$ cat src/rtl/serial_adder_pkg.sv
// Shared types and constants for the serial adder block.
package serial_adder_pkg;

   typedef enum logic [1:0] {
      IDLE = 2'b00,
      RUN  = 2'b01,
      DONE = 2'b10
   } state_t;

   localparam int SLICE_W = 2;

endpackage

$ cat src/rtl/serial_adder_ctrl_adder2bit.sv
// Two-bit ripple slice: the only arithmetic in the serial adder.
module adder2bit
   import serial_adder_pkg::*;
(
   input  logic [SLICE_W-1:0] A,
   input  logic [SLICE_W-1:0] B,
   input  logic               cin,
   output logic [SLICE_W-1:0] sum,
   output logic               cout
);

   logic [SLICE_W:0] total;

   assign total = {1'b0, A} + {1'b0, B} + {{SLICE_W{1'b0}}, cin};
   assign sum   = total[SLICE_W-1:0];
   assign cout  = total[SLICE_W];

endmodule

$ cat src/rtl/serial_adder_ctrl.sv
// Multi-cycle WIDTH-bit adder built on one 2-bit slice,
// with a start/done handshake.
module serial_adder_ctrl
   import serial_adder_pkg::*;
#(
   parameter int WIDTH = 8
)
(
   input  logic             clk,
   input  logic             rst,
   input  logic             start,
   input  logic [WIDTH-1:0] a,
   input  logic [WIDTH-1:0] b,
   input  logic             cin,
   output logic             ready,
   output logic             busy,
   output logic             done,
   output logic [WIDTH-1:0] sum,
   output logic             cout
);

   localparam int NSLICE = WIDTH / SLICE_W;
   localparam int CW = (NSLICE > 1) ? $clog2(NSLICE) : 1;
   localparam logic [CW-1:0] LAST = CW'(NSLICE - 1);

   state_t             state;
   logic [WIDTH-1:0]   sa;
   logic [WIDTH-1:0]   sb;
   logic [WIDTH-1:0]   psum;
   logic [WIDTH-1:0]   psum_nxt;
   logic               carry;
   logic [CW-1:0]      cnt;
   logic [SLICE_W-1:0] asum;
   logic               acout;

   adder2bit u_add (
      .A    (sa[SLICE_W-1:0]),
      .B    (sb[SLICE_W-1:0]),
      .cin  (carry),
      .sum  (asum),
      .cout (acout)
   );

   // New slice enters at the top; after NSLICE shifts it is aligned.
   generate
      if (WIDTH == SLICE_W) begin : g_one
         assign psum_nxt = asum;
      end else begin : g_shift
         assign psum_nxt = {asum, psum[WIDTH-1:SLICE_W]};
      end
   endgenerate

   always_ff @(posedge clk or posedge rst) begin
      if (rst) begin
         state <= IDLE;
         sa    <= '0;
         sb    <= '0;
         psum  <= '0;
         carry <= 1'b0;
         cnt   <= '0;
         ready <= 1'b1;
         busy  <= 1'b0;
         done  <= 1'b0;
         sum   <= '0;
         cout  <= 1'b0;
      end else begin
         unique case (state)
            IDLE: begin
               if (start) begin
                  sa    <= a;
                  sb    <= b;
                  carry <= cin;
                  cnt   <= '0;
                  psum  <= '0;
                  state <= RUN;
                  ready <= 1'b0;
                  busy  <= 1'b1;
               end
            end
            RUN: begin
               sa    <= sa >> SLICE_W;
               sb    <= sb >> SLICE_W;
               psum  <= psum_nxt;
               carry <= acout;
               cnt   <= cnt + CW'(1);
               if (cnt == LAST) begin
                  sum   <= psum_nxt;
                  cout  <= acout;
                  state <= DONE;
                  busy  <= 1'b0;
                  done  <= 1'b1;
               end
            end
            DONE: begin
               state <= IDLE;
               done  <= 1'b0;
               ready <= 1'b1;
            end
            default: begin
               state <= IDLE;
               ready <= 1'b1;
               busy  <= 1'b0;
               done  <= 1'b0;
            end
         endcase
      end
   end

endmodule

$ cat config.mk
export PLATFORM = sky130hd
export DESIGN_NAME = serial_adder_ctrl
export DESIGN_NICKNAME = d
export VERILOG_FILES = /design/src/rtl/serial_adder_pkg.sv /design/src/rtl/serial_adder_ctrl_adder2bit.sv /design/src/rtl/serial_adder_ctrl.sv
export SDC_FILE = /design/constraint.sdc
export NUM_CORES = 1
export LEC_CHECK = 0
export BUFFER_PORTS_ARGS = -buffer_cell sky130_fd_sc_hd__buf_2
export CORE_ASPECT_RATIO = 0.9
export CORE_MARGIN = 3
export CORE_UTILIZATION = 39
export DETAILED_ROUTE_END_ITERATION = 6
export GPL_ROUTABILITY_DRIVEN = 0
export GPL_TIMING_DRIVEN = 1
export SYNTH_ARGS = -nofsm -noshare
export SYNTH_HDL_FRONTEND = slang
export SYNTH_HIERARCHICAL = 1
export SYNTH_SLANG_ARGS = --single-unit
$ cat constraint.sdc
create_clock -name clk -period 5.5 [get_ports clk]
set_clock_uncertainty 0.2 [all_clocks]
set_input_delay 0.275 -clock clk [delete_from_list [all_inputs] [get_ports clk]]
set_output_delay 0.275 -clock clk [all_outputs]
set_load 0.01 [all_outputs]
# After elaboration in Yosys (flattened, before gate mapping)
# Index checks and enable logic that the tools add are counted.
# word_totals
inputBits	20
register_bits	41
wordCells	50
# classes
n_bitwise	3
muxes	20
reduce_logical	8
n_eq_ne	5
add_sub_neg	3
# ops
cell	n
$pmux W8 S2	3
$mux W8	3
$reduce_and A2 Y1	5
$pmux W2 S2	2
$mux W2	3
$pmux W1 S2	3
$mux W1	5
$eq A2 B2 Y1 const B	2
$ne A2 B2 Y1 const B	2
$add A2 B2 Y3	1
$add A3 B1 Y3	1
$not A1 Y1	3
$pmux W1 S3	1
$reduce_and A3 Y1	1
$add A2 B1 Y2 const B	1
$eq A2 B1 Y1 const B	1
$logic_not A2 Y1	1
$reduce_bool A2 Y1	1

# Longest topological paths before layout
# Gate-level depths: netlist of run 1.
# logic_depth
depth_word	3
mapped_depth	6
mapped_depth_nobuf	6

# Cells and area by module
# Netlist of run 1, hierarchy kept.
# modules_own_cells
mod	cells_each	seq_area_each_um2	area_per_inst_um2	n_inst
serial_adder_ctrl	136	977.2	1760.4	1
adder2bit	10	0.0	70.1	1

# Worst setup path after synthesis of run 1
# Ideal clock, no wire load.
# synth_path
path_type	reg-to-reg
start	register sa[0]
end	register sum[7]
stages_incl_launch_ff	6
setup_time_ps	125
setup_slack_ps	3610
path_buffers	0
arrival_ps	1565
required_time_ps	5175
cell_sequence	dfrtp_1 inv_1 fa_1 fa_1 inv_1 mux2_4
# synth_between
elab_chain_cells	2
# synth_rtl
item	line	rtl
start, declared	serial_adder_ctrl.sv:27	logic [WIDTH-1:0] sa;
start signal, assigned	serial_adder_ctrl.sv:81	sa <= sa >> SLICE_W;
$add A2 B2 Y3	serial_adder_ctrl_adder2bit.sv:14	assign total = {1'b0, A} + {1'b0, B} + {{SLICE_W{1'b0}}, cin};
$add A3 B1 Y3	serial_adder_ctrl_adder2bit.sv:14	
via asum[1]	serial_adder_ctrl.sv:33	logic [SLICE_W-1:0] asum;
end signal, assigned	serial_adder_ctrl.sv:87	sum <= psum_nxt;
end, declared	serial_adder_ctrl.sv:18	output logic [WIDTH-1:0] sum,
# The timed path passes the listed nets, and every way through them passes these cells.
# A chain may end at the register's enable or synchronous reset.

# Worst setup path after layout of run 1
# layout_path
start	register state[0]
end	register sum[5]
# layout_between
elab_chain_cells	2
# layout_rtl
item	line	rtl
start, declared	serial_adder_ctrl.sv:26	state_t state;
start signal, assigned	serial_adder_ctrl.sv:55	state <= IDLE;
start signal, assigned	serial_adder_ctrl.sv:75	state <= RUN;
start signal, assigned	serial_adder_ctrl.sv:89	state <= DONE;
$eq A2 B1 Y1	serial_adder_ctrl.sv:67	unique case (state)
$reduce_and A2 Y1 (no line)	-	
# No other way between the ends.

==> results.toml, run 1 <==
[worst_setup_path]
endpoint = "sum[5]"
cp-end-kind = "register"
worstRegToRegCells = 3
critPathLaunchType = "register"
r2r-end = "sum[5]"
reg2reg_from = "state[0]"
cp_data_required_time_ps = 5470
critPathMaxFanout = 29
crit_path_start = "state[0]"
critPathArrivalTime_ps = 2270
critPathKind = "reg -> reg"
r2r_setup_slack_ps = 3200

[pwr]
switchingPower_mw = 0.457
intPower_mw = 0.812
leakage_nw = 1.05
power_density_nw_per_um2 = 596
netSwitchingFraction_pct = 36.0
vdd_drop_max_uv = 204
seq_power_share_pct = 41.8
p_clk_share_pct = 16.9
power_frac_comb_pct = 41.3

[detailed_routing]
avgViaCountPerCell = 5.04
routed_wl_mm = 3.53
drtIter0Drc = 118
drc = 0
drtAntennaViolNets = 0
vias = 1214
avgRoutedWirePerCell_microns = 14.6
firstDrtPassIters = 4

[yosys]
synth_flop_cell = "dfrtp_1"
ys_seq_elements = 39
synth.largest_area_cell = "dfrtp_1"
syn_inst = 146
synthTopCellsByArea = "dfrtp_1 (52%), mux2_4 (7.4%), inv_1 (3.3%), nor3b_1 (3.3%), o22a_1 (2.9%)"
ys_top_cells_by_count = "dfrtp_1 (38), inv_1 (16), a21oi_1 (9), mux2_4 (9), nor3b_1 (8)"
yosysSeqAreaShare_pct = 53.4
syn-num-nets = 169
ys_async_sr_fraction_pct = 100
avgSynthCellArea_sq_um = 12.5
synth_cell_type_count = 32
synth_edf_count = 0
netlist_area_sq_um = 1830
synth_most_common_cell = "dfrtp_1"
yosys_warnings = 6
yosysTopAreaCellShare_pct = 51.9

[layout]
utilization_pct = 49.7
seq_area_sq_um = 977
nFillCells = 423
drive_gt1_share_pct = 35.4
multi_input_area_sq_um = 723
nets = 203
area_growth_pct = 16.5
antenna_cells = 0

[floorplanning]
core.rowCount = 22
die_h_microns = 71.0
core_area_sq_um = 4290
io_pins = 32
dieArea_sq_um = 5550
die_x_microns = 78.2
initial_core_util_pct = 42.6

[global_route]
grt_pass1_vias = 1211
track_usage_pct = 14.0
grt_max_degree = 40
overflow = 0
grt_antenna_before_repair = 0
grt_pass1_wl_mm = 5.93

[clock_network]
cts_root_buffer = "clkbuf_8"
cts_buffer_depth = 2
cts_sinks = 39
cts_tree = "done"
clkTransAtPathRegs_ps = 70
clock_latency_ps = 290
cts_buffers = 5
htree_levels = 2
cts_resized = 0

[min_path]
hold_class = "in -> reg"

[timing]
timing.final.crit_share_pct = 41.8
worst_pin_slew_ps = 834
fmax_ghz = 0.435
fin_tns_setup_ps = 0
drv_slew = 0
hold_viol_final = 0
relSlewSlack_pct = 44.4
setup_violations = 0
finalCriticalPeriod_ps = 2300
rsz0062_at_grt = "false"

[outcome]
status = "completed"

[run]
maxCapViolations = 0

[place]
post-dp-hpwl_mm = 2.43
io_buffers = 31
[final cells by class]
| cell class | instances | area share, % |
|---|---|---|
| clock buffer | 7 | 4.52 |
| clock inverter | 1 | 0.352 |
| inverter | 16 | 2.82 |
| multi-input combinational | 83 | 33.9 |
| sequential | 39 | 45.8 |
| tap | 60 | 3.52 |
| timing repair buffer | 35 | 9.04 |
[stage by stage]
| stage | hold slack (ps) | instance area (sq um) | power [mW] | cells | worst slack [ps] |
|---|---|---|---|---|---|
| after floorplan | 208 | 1830 | 0.951 | 146 | 3610 |
| after global placement | 214 | 2000 | 1.05 | 230 | 3280 |
| after detailed placement | 221 | 2000 | 1.07 | 230 | 3210 |
| after CTS | 20.8 | 2130 | 1.29 | 241 | 3200 |
| after global routing | 15.9 | 2130 | 1.37 | 241 | 3080 |
| final | 32.0 | 2130 | 1.27 | 241 | 3200 |
[placed cells by master (no fill, tap or decap)]
cell,count
buf_4,1
nand3b_1,2
a22o_1,4
nand2b_1,2
dfstp_2,1
nand2_8,1
o22a_1,6
nor3b_1,8
inv_1,16
nor2b_2,1
nor2b_1,4
nor2_2,1
o21bai_2,1
fa_1,2
nor2_4,1
a22oi_1,1
a221oi_1,4
buf_2,31
mux2_4,9
clkinvlp_4,1
a22o_2,5
dfrtp_1,38
ha_1,1
nand2_1,4
o221a_2,2
clkbuf_8,7
and2b_1,2
a21o_1,2
nor3b_2,2
nor4bb_1,1
a21oi_1,9
nor2_1,2
o21ai_0,6
dlygate4sd3_1,3
[how the worst min path moves through the flow]
| stage | from | endpoint | cells after the start |
|---|---|---|---|
| final | b[7] | sb[7] | 3 |
| after CTS | b[7] | sb[7] | 3 |
| after floorplan | b[6] | sb[6] | 1 |
| after global placement | rst | sum[7] | 3 |
| after detailed placement | rst | sum[7] | 3 |
| after global routing | b[7] | sb[7] | 3 |
[cell families (layout without fill, tap and decap cells)]
family | Yosys count | count (layout) | synth area share, %
adders and majority gates | 3 | 3 | 2.87
muxes | 9 | 9 | 7.38
AOI/OAI and AO/OA | 40 | 40 | 16.6
DFF | 39 | 39 | 53.4
and+or+nand+nor | 31 | 31 | 12.6
buffers and inverters | 24 | 59 | 7.11
[routing by layer]
layer | vias to the layer above | part of all wire (%) | GRT usage, %
met5 | - | 0 | 0
met4 | 0 | 1.1 | 5.83
met3 | 4 | 5.1 | 5.60
met2 | 26 | 48 | 20.6
met1 | 608 | 46 | 18.3
li1 | 576 | - | -
[flip-flops by register name (all words and copies together), names as in the netlist]
| register | cells |
|---|---|
| done | 1 |
| busy | 1 |
| sum | 8 |
| cout | 1 |
| ready | 1 |
| sb | 8 |
| carry | 1 |
| psum | 6 |
| sa | 8 |
| cnt | 2 |
| state | 2 |
[power groups by stage]
| stage | Combinational, mW | Sequential (mW) | Clock (mW) |
|---|---|---|---|
| global placement | 0.518 | 0.532 | 0 |
| CTS | 0.535 | 0.531 | 0.220 |
| finish | 0.525 | 0.531 | 0.214 |
| global route | 0.583 | 0.550 | 0.238 |
| floorplan | 0.448 | 0.504 | 0 |
| detailed placement | 0.531 | 0.536 | 0 |
[what timing repair did]
action / 4_1_cts / 5_1_grt
buffers inserted: 0 / 0
hold buffers: 3 / 0
endpoints found under the hold margin: 40 / 0
[worst max-delay path: stages, from the launching register on]
cell and delay, ps:
dfrtp_1 890, nor2b_2 600, nand2_8 160, mux2_4 330
Note: power is estimated with default switching activity, not from simulation.
==> run 2: changes to the inputs <==
--- a/config.mk
+++ b/config.mk
@@ -5,6 +5,7 @@
 export SDC_FILE = /design/constraint.sdc
 export NUM_CORES = 1
 export LEC_CHECK = 0
+export ABC_AREA = 1
 export BUFFER_PORTS_ARGS = -buffer_cell sky130_fd_sc_hd__buf_2
 export CORE_ASPECT_RATIO = 0.9
 export CORE_MARGIN = 3
==> constraint.sdc (replaced) <==
create_clock -name clk -period 2.25 [get_ports clk]
set_clock_uncertainty 0.2 [all_clocks]
set_input_delay 0.1125 -clock clk [delete_from_list [all_inputs] [get_ports clk]]
set_output_delay 0.1125 -clock clk [all_outputs]
set_load 0.01 [all_outputs]
==> results.toml, run 2 <==
[outcome]
status = "completed"

[pwr]
vdd_drop_max_uv = 533
intPower_mw = 1.88
leakage_nw = 1.27
switchingPower_mw = 1.27
power_frac_comb_pct = 42.8
p_clk_share_pct = 18.5
power_mw = 3.15
power_density_nw_per_um2 = 1360
netSwitchingFraction_pct = 40.4
seq_power_share_pct = 38.7

[timing]
finalCriticalPeriod_ps = 1840
timing.final.crit_share_pct = 81.7
fin_ws_ps = 413
rsz0062_at_grt = "false"
fmax_ghz = 0.544
drv_slew = 0
fin_tns_setup_ps = 0
hold_ws_ps = 56.4
worst_pin_slew_ps = 504
relSlewSlack_pct = 66.4
hold_viol_final = 0
setup_violations = 0

[worst_setup_path]
r2r-end = "psum[7]"
cp-end-kind = "register"
critPathLaunchType = "register"
critPathMaxFanout = 2
worstRegToRegCells = 6
cp_data_required_time_ps = 2210
r2r_setup_slack_ps = 410
critPathKind = "reg -> reg"
critPathArrivalTime_ps = 1800
reg2reg_from = "sa[0]"

[floorplanning]
die_x_microns = 78.4
io_pins = 32
dieArea_sq_um = 5570
core.rowCount = 23
core_area_sq_um = 4490
die_h_microns = 71.1
initial_core_util_pct = 40.9

[yosys]
ys_async_sr_fraction_pct = 100
synth_cell_type_count = 20
yosys_warnings = 6
yosysTopAreaCellShare_pct = 51.7
synthTopCellsByArea = "dfrtp_1 (52%), nand3_1 (11%), nand2_1 (11%), inv_1 (8.4%), o21ai_1 (4.6%)"
avgSynthCellArea_sq_um = 8.32
yosysSeqAreaShare_pct = 53.2
netlist_area_sq_um = 1840
synth.largest_area_cell = "dfrtp_1"
ys_top_cells_by_count = "nand2_1 (53), inv_1 (41), nand3_1 (40)"
synth_most_common_cell = "nand2_1"
ys_seq_elements = 39
synth_edf_count = 0
syn-num-nets = 244
syn_inst = 221
synth_flop_cell = "dfrtp_1"

[layout]
layout_common_cells = "nand2_1 (53), inv_1 (41), nand3_1 (40)"
area_growth_pct = 26.3
drive_gt1_share_pct = 19.1
nets = 294
largestRegisters = "sa: 8 flops, sb: 8 flops, sum: 8 flops"
nFillCells = 454
antenna_cells = 0
final_common_cell = "nand2_1"

[detailed_routing]
drtIter0Drc = 116
firstDrtPassIters = 4
routed_wl_mm = 3.71
avgRoutedWirePerCell_microns = 11.1
drtAntennaViolNets = 0
avgViaCountPerCell = 4.53
drc = 0
vias = 1513

[min_path]
worstHoldStart = "start"
whs_endpoint = "cnt[1]"
hold_class = "in -> reg"
worstHoldPathCells = 4

[global_route]
grt_max_degree = 40
track_usage_pct = 15.6
grt_pass1_vias = 1574
overflow = 0
grt_antenna_before_repair = 0
grt_pass1_wl_mm = 6.84

[place]
pre_cts_ws_ps = 430
post-dp-hpwl_mm = 2.39
io_buffers = 31

[run]
maxCapViolations = 0

[clock_network]
cts_buffer_depth = 2
cts_root_buffer = "clkbuf_8"
clock_latency_ps = 290
cts_sinks = 39
cts_setup_buffers = 0
htree_levels = 2
clkTransAtPathRegs_ps = 80
cts_buffers = 5
cts_tree = "done"
-- run 2: worst max-delay path by stage --
| stage | start | to | cells after the start |
|---|---|---|---|
| finish | sa[0] | psum[7] | 6 |
| global route | state[1] | sb[1] | 5 |
| CTS | sa[0] | psum[7] | 6 |
| detailed placement | sa[0] | psum[7] | 6 |
| global placement | sa[0] | psum[7] | 6 |
| floorplan | sa[0] | psum[7] | 6 |
-- run 2: critical path: stages, from the launching register on --
cell	delay (ps)
dfrtp_1	370
inv_1	70
fa_1	430
fa_1	490
inv_1	50
nand2_1	50
o21ai_1	60
-- run 2: kinds of logic (layout without fill, tap and decap cells) --
family          count (synthesis)  after routing  share of synthesized area, %
simple gates                  106            106                          25.9
compound gates                 19             19                          5.24
fa+ha+maj                       3              3                          2.86
buf+inv                        54            105                          12.9
flops                          39             39                          53.2
-- run 2: metal layers --
metal	up-vias	part of all wire [%]	wire length, microns	global-route usage [%]
met4	0	1.6	60	6.99
li1	772	-	-	-
met2	37	47	1760	25.9
met5	-	0	0	0
met1	699	47	1750	19.2
met3	5	3.8	141	3.94
-- run 2: cell type report --
class	instances	area, sq um	share of cell area [%]
clock buffer	5	68.8	2.96
clock inverter	3	43.8	1.89
inverter	44	165	7.11
multi-input combinational	128	624	26.9
sequential	39	977	42.1
tap	62	77.6	3.34
timing repair buffer	53	365	15.7
-- run 2: stage by stage --
step           std cells  utilization (%)  cell area [sq um]
2_1_floorplan        221                -               1840
3_3_place_gp         308             45.2               2030
3_5_place_dp         308             45.2               2030
4_1_cts              334             51.7               2320
5_1_grt              334             51.7               2320
6_report             334             51.7               2320
-- run 2: power groups by stage --
stage | registers [mW] | clock network, mW | logic (mW)
floorplan | 1.22 | 0 | 1.06
global placement | 1.22 | 0 | 1.32
detailed placement | 1.23 | 0 | 1.33
CTS | 1.22 | 0.603 | 1.36
global route | 1.25 | 0.633 | 1.60
finish | 1.22 | 0.583 | 1.35
-- run 2: repair_timing --
item,CTS,global route
hold endpoints to repair,55,0
hold buffers,18,0
resized for setup,0,0
